[src/rtl/shop_cmd_framer.sv]
// Purpose : frames "<hex user><SP><command><LF>" byte lines into the parallel user/command word for the shop.
// Latency : o_a/o_u update on the edge that accepts LF; o_rdy pulses for one cycle starting one edge later.
// Backpr. : o_byte_rdy drops for the 2 cycles after an accepted LF; upstream must hold its byte meanwhile.
//
// Ports:
//   i_clk, i_reset      clock (rising edge) and synchronous active-high reset
//   i_byte_vld, i_byte  ASCII byte stream; a byte transfers when i_byte_vld && o_byte_rdy
//   o_byte_rdy          framer can take a byte this cycle
//   o_u, o_a            user id and right-aligned, zero-padded command text of the last good line
//   o_rdy               one-cycle command strobe (o_u/o_a already stable for a full cycle)
//   o_err               one-cycle flag for a malformed or overlong line
module shop_cmd_framer #(
  parameter int          I_A_NUM_ASCII_CHARS = 7,
  parameter int          I_A_NUM_BITS        = I_A_NUM_ASCII_CHARS * 8,
  parameter int          I_U_NUM_BITS        = 4,
  parameter logic [7:0]  TERM_CHAR           = 8'h0A,
  parameter logic [7:0]  SEP_CHAR            = 8'h20
) (
  input  logic                    i_clk,
  input  logic                    i_reset,
  input  logic                    i_byte_vld,
  input  logic [7:0]              i_byte,
  output logic                    o_byte_rdy,
  output logic [I_U_NUM_BITS-1:0] o_u,
  output logic [I_A_NUM_BITS-1:0] o_a,
  output logic                    o_rdy,
  output logic                    o_err
);

  localparam int CW = $clog2(I_A_NUM_ASCII_CHARS + 1);

  typedef enum logic [2:0] {
    IDLE  = 3'd0,
    SEP   = 3'd1,
    CMD   = 3'd2,
    SETUP = 3'd3,
    PULSE = 3'd4,
    DRAIN = 3'd5
  } state_t;

  state_t                  state;
  logic [I_A_NUM_BITS-1:0] acc;
  logic [CW-1:0]           cnt;
  logic [I_U_NUM_BITS-1:0] u_acc;

  // Bit 4 flags a legal hex character, bits 3:0 carry its value.
  function automatic logic [4:0] hex_decode(input logic [7:0] c);
    logic [4:0] r;
    r = 5'd0;
    if (c >= 8'h30 && c <= 8'h39)      r = {1'b1, 4'(c - 8'h30)};
    else if (c >= 8'h41 && c <= 8'h46) r = {1'b1, 4'(c - 8'h37)};
    else if (c >= 8'h61 && c <= 8'h66) r = {1'b1, 4'(c - 8'h57)};
    return r;
  endfunction

  logic       xfer;
  logic [4:0] hex;
  logic       user_ok;
  logic       is_term;
  logic       is_sep;

  assign xfer    = i_byte_vld && o_byte_rdy;
  assign hex     = hex_decode(i_byte);
  // Narrow user fields reject hex digits that do not fit.
  assign user_ok = hex[4] && (int'(hex[3:0]) < (1 << I_U_NUM_BITS));
  assign is_term = (i_byte == TERM_CHAR);
  assign is_sep  = (i_byte == SEP_CHAR);

  always_ff @(posedge i_clk) begin
    if (i_reset) begin
      state      <= IDLE;
      acc        <= '0;
      cnt        <= '0;
      u_acc      <= '0;
      o_u        <= '0;
      o_a        <= '0;
      o_rdy      <= 1'b0;
      o_err      <= 1'b0;
      o_byte_rdy <= 1'b1;
    end else begin
      o_rdy      <= 1'b0;
      o_err      <= 1'b0;
      // Registered ready tracks the next state: only SETUP and PULSE stall input.
      o_byte_rdy <= 1'b1;
      case (state)
        IDLE: begin
          if (xfer) begin
            if (user_ok) begin
              u_acc <= hex[I_U_NUM_BITS-1:0];
              state <= SEP;
            end else if (!is_term) begin
              o_err <= 1'b1;
              state <= DRAIN;
            end
          end
        end
        SEP: begin
          if (xfer) begin
            if (is_sep) begin
              acc   <= '0;
              cnt   <= '0;
              state <= CMD;
            end else begin
              o_err <= 1'b1;
              // A terminator already ends the line, so there is nothing to drain.
              state <= is_term ? IDLE : DRAIN;
            end
          end
        end
        CMD: begin
          if (xfer) begin
            if (is_term) begin
              if (cnt == '0) begin
                o_err <= 1'b1;
                state <= IDLE;
              end else begin
                o_a        <= acc;
                o_u        <= u_acc;
                o_byte_rdy <= 1'b0;
                state      <= SETUP;
              end
            end else if (cnt == CW'(I_A_NUM_ASCII_CHARS)) begin
              o_err <= 1'b1;
              state <= DRAIN;
            end else begin
              acc <= {acc[I_A_NUM_BITS-9:0], i_byte};
              cnt <= cnt + CW'(1);
            end
          end
        end
        SETUP: begin
          // o_a/o_u have been stable for this whole cycle; strobe next.
          o_rdy      <= 1'b1;
          o_byte_rdy <= 1'b0;
          state      <= PULSE;
        end
        PULSE: begin
          state <= IDLE;
        end
        DRAIN: begin
          if (xfer && is_term) state <= IDLE;
        end
        default: begin
          state <= IDLE;
        end
      endcase
    end
  end

endmodule
[config.mk]
export PLATFORM = sky130hd
export DESIGN_NAME = shop_cmd_framer
export DESIGN_NICKNAME = d
export VERILOG_FILES = /design/src/rtl/shop_cmd_framer.sv
export SDC_FILE = /design/constraint.sdc
export NUM_CORES = 1
export LEC_CHECK = 0
export ABC_CLOCK_PERIOD_IN_PS = 6810
export CAP_MARGIN = 5
export CORE_MARGIN = 3
export CORE_UTILIZATION = 45
export DETAILED_ROUTE_END_ITERATION = 8
export GPL_TIMING_DRIVEN = 1
export PLACE_DENSITY = 0.7
export SYNTH_ARGS = -nofsm -noshare
export SYNTH_HDL_FRONTEND = slang
export SYNTH_SLANG_ARGS = --single-unit
[constraint.sdc]
create_clock -name i_clk -period 6.81 [get_ports i_clk]
set_input_delay 1.0215 -clock i_clk [delete_from_list [all_inputs] [get_ports i_clk]]
set_output_delay 1.0215 -clock i_clk [all_outputs]
set_load 0.01 [all_outputs]
==> run_results.csv <==
group,metric,value,unit
setup_path,cp-start-kind,"input pin",
placement,hpwl,6820,um
drt,avgRoutedWirePerCell,15.1,um
setup_path,path_cells,"clkdlybuf4s50_1 > inv_1 > ha_1 > nand3b_1 > or4_1 > or3_2 > nand2_1 > a21oi_1",
logic_synthesis,ys_ff_latch,129,
layout,design_area,6130,um^2
logic_synthesis,syn_avg_cell_area,9.13,um^2
cts,cts_tree,"done",
setup_path,critPathMaxFanout,60,
cts,cts_resized,0,
logic_synthesis,netlist_instances,521,
cts,clk_pin_slew_worst_paths,0.06,ns
drt,via_count,3895,
logic_synthesis,async_flop_share,0,%
floorplan,rows,36,
timing,max_slew_margin,25.6,%
layout,nets,597,
cts,postCtsHoldBufs,0,
drt,first_pass_iters,5,
placement,portBuffers,73,
floorplan,dieArea,11800,um^2
power,cellPowerDensity,284,nW/um^2
timing,hold_viol,0,
placement,dp_slack,2.66,ns
floorplan,core_region_area,10000,um^2
timing,rsz0062_at_grt,"false",
timing,period_share,53.1,%
logic_synthesis,synth.most_common_cell,"nand2_1",
cts,numClockSinks,129,
layout,nFillCells,870,
logic_synthesis,synth_area,4750,um^2
grt,gr-usage-all-layers,19.1,%
grt,grt_pass1_vias,3573,
timing,tightestPinTransition,1.11,ns
cts,clock_latency,0.52,ns
timing,setup_ws,3.19,ns
logic_synthesis,synth_warnings,0,
setup_path,path_class,"in -> reg",
timing,setup_tns,0,ns
layout,drive_above_1_share,7.45,%
floorplan,die-height,109,um
logic_synthesis,synth-edff-count,0,
cts,ctsLongestPathBuffers,2,
layout,final_util,61.3,%
grt,antenna_found_initial,0,
cts,cts-buffers-inserted,17,
floorplan,initial_core_util,47.5,%
grt,grt_max_degree,84,
cts,htreeDepth,4,
power,max-vdd-ir-drop,146,uV
logic_synthesis,seq_area_frac_synth,54.3,%
drt,vias_per_cell,5.38,
timing,final_max_slew_viol_count,0,
setup_path,slowest_delay,0.90,ns
logic_synthesis,synth_top_cell_area_share,54.3,%
drt,first_iter_violations,258,
drt,wl,10900,um
setup_path,crit_required,7.17,ns
logic_synthesis,synth_nets,540,
setup_path,cp.arrival,3.97,ns
outcome,status,"complete, no violations",
setup_path,cp-end-kind,"flop",
setup_path,slowest_stage,"or3_2",
cts,clockRootBuffer,"clkbuf_8",
logic_synthesis,synth_ff_type,"dfxtp_1",
timing,setup_viol,0,
drt,ant_nets,0,
hold_path,hp-class,"reg -> reg",
placement,place.gp.congestion,0.811,
logic_synthesis,netlist-cell-type-count,47,
logic_synthesis,synth_area_leader_cell,"dfxtp_1",
floorplan,ios,74,
drt,drc_errors,0,
floorplan,die_x,109,um
timing,fmax,0.277,GHz
grt,grt-ovfl-total,0,
grt,grt_pass1_wl,17700,um
placement,dpl_cell_area,5530,um^2
timing,finClkSkew,0.00850,ns
timing,post-route-min-period,3.62,ns
flow_run,drv_cap,0,
layout,antenna_cells,0,
layout,syn_to_final_growth,29.0,%
power,leakagePower,2.15,nW
logic_synthesis,synth_common_cells,"nand2_1, dfxtp_1, a21oi_1",
cts,post-cts-setup-buffers,0,
logic_synthesis,synthTopCellsByArea,"dfxtp_1, nand2_1, a22o_1, a21oi_1, ha_1",
-- worst paths after layout --
kind	startpoint	endpoint	slack (ns)	depth (start not counted)
max reg2reg	state[1]$_SDFFE_PP0P_	o_a[19]$_SDFFE_PP0P_	4.07	5
min	o_a[49]$_SDFFE_PP0P_	o_a[49]$_SDFFE_PP0P_	0.45	2
min reg2reg	o_a[49]$_SDFFE_PP0P_	o_a[49]$_SDFFE_PP0P_	0.45	2
max	i_byte[0]	o_a[19]$_SDFFE_PP0P_	3.19	8
-- stage by stage --
stage / hold slack, ns / std cells / power (W)
2_1_floorplan: 0.436 / 521 / 0.000822
3_3_place_gp: 0.440 / 692 / 0.000839
3_5_place_dp: 0.443 / 692 / 0.000840
4_1_cts: 0.451 / 724 / 0.00175
5_1_grt: 0.472 / 724 / 0.00180
6_report: 0.447 / 724 / 0.00174
-- cells by family (layout without fill, tap and decap cells) --
| group | Yosys count | after routing | synth area share [%] |
|---|---|---|---|
| buffers and inverters | 45 | 115 | 4.05 |
| flip-flops | 129 | 129 | 54.3 |
| adder cells (fa/ha/maj) | 8 | 8 | 2.11 |
| multiplexers | 1 | 1 | 0.211 |
| XOR/XNOR | 3 | 3 | 0.553 |
| AND/OR/NAND/NOR | 184 | 184 | 16.5 |
| AO/OA/AOI/OAI | 151 | 151 | 22.3 |
-- where the power goes --
group          total (W)  switching [W]  internal (W)  leakage, nW
Combinational  0.0000590      0.0000356     0.0000234        0.820
Clock           0.000914       0.000339      0.000575        0.296
Sequential      0.000766     0.00000803      0.000758         1.04
-- state kept, by name, summed over array words and instances (netlist names) --
signal,count
o_rdy,1
state,3
o_err,1
acc,56
o_u,4
u_acc,4
o_byte_rdy,1
cnt,3
o_a,56
-- layer usage --
| layer | track usage, % | share of wire, % | vias to the layer above | routed length, um |
|---|---|---|---|---|
| li1 | - | - | 1937 | - |
| met1 | 26.0 | 47 | 1817 | 5130 |
| met2 | 29.4 | 46 | 127 | 5020 |
| met3 | 5.03 | 5.7 | 14 | 618 |
| met4 | 6.67 | 1.3 | 0 | 142 |
| met5 | 0 | 0 | - | 0 |
-- cells in the final DEF, fill, tap and decap left out, drive strengths merged, types with 2 or more instances in the layout --
cell and count:
dfxtp 129, nand3 12, a22o 50, a21boi 2, ha 8, bufinv 3
nor2 15, o211a 2, inv 11, nor4 2, a2111o 2, nor2b 2
a21oi 63, clkdlybuf4s50 72, nand2 130, o21ai 12, clkbuf 19, nand3b 3
nand2b 9, nor3 3, or4 2, clkinv 4, xor2 2, buf 5
nor4b 2, a311oi 2, a211o 2, a211oi 5
-- critical path, delay by kind of cell --
kind                     cells  cell delay [ns]
adder cells (fa/ha/maj)      1             0.16
buffers and inverters        2             0.71
AO/OA/AOI/OAI                1             0.09
AND/OR/NAND/NOR              4             1.97
-- final cells by class --
type	count	area (um^2)	share of cell area [%]
Inverter	6	22.5	0.367
Sequential cell	129	2580	42.1
Clock inverter	13	175	2.86
Tap cell	133	166	2.71
Clock buffer	19	432	7.04
Multi-Input combinational cell	347	2000	32.6
Timing Repair Buffer	77	756	12.3
(Power assumes the default switching activity.)
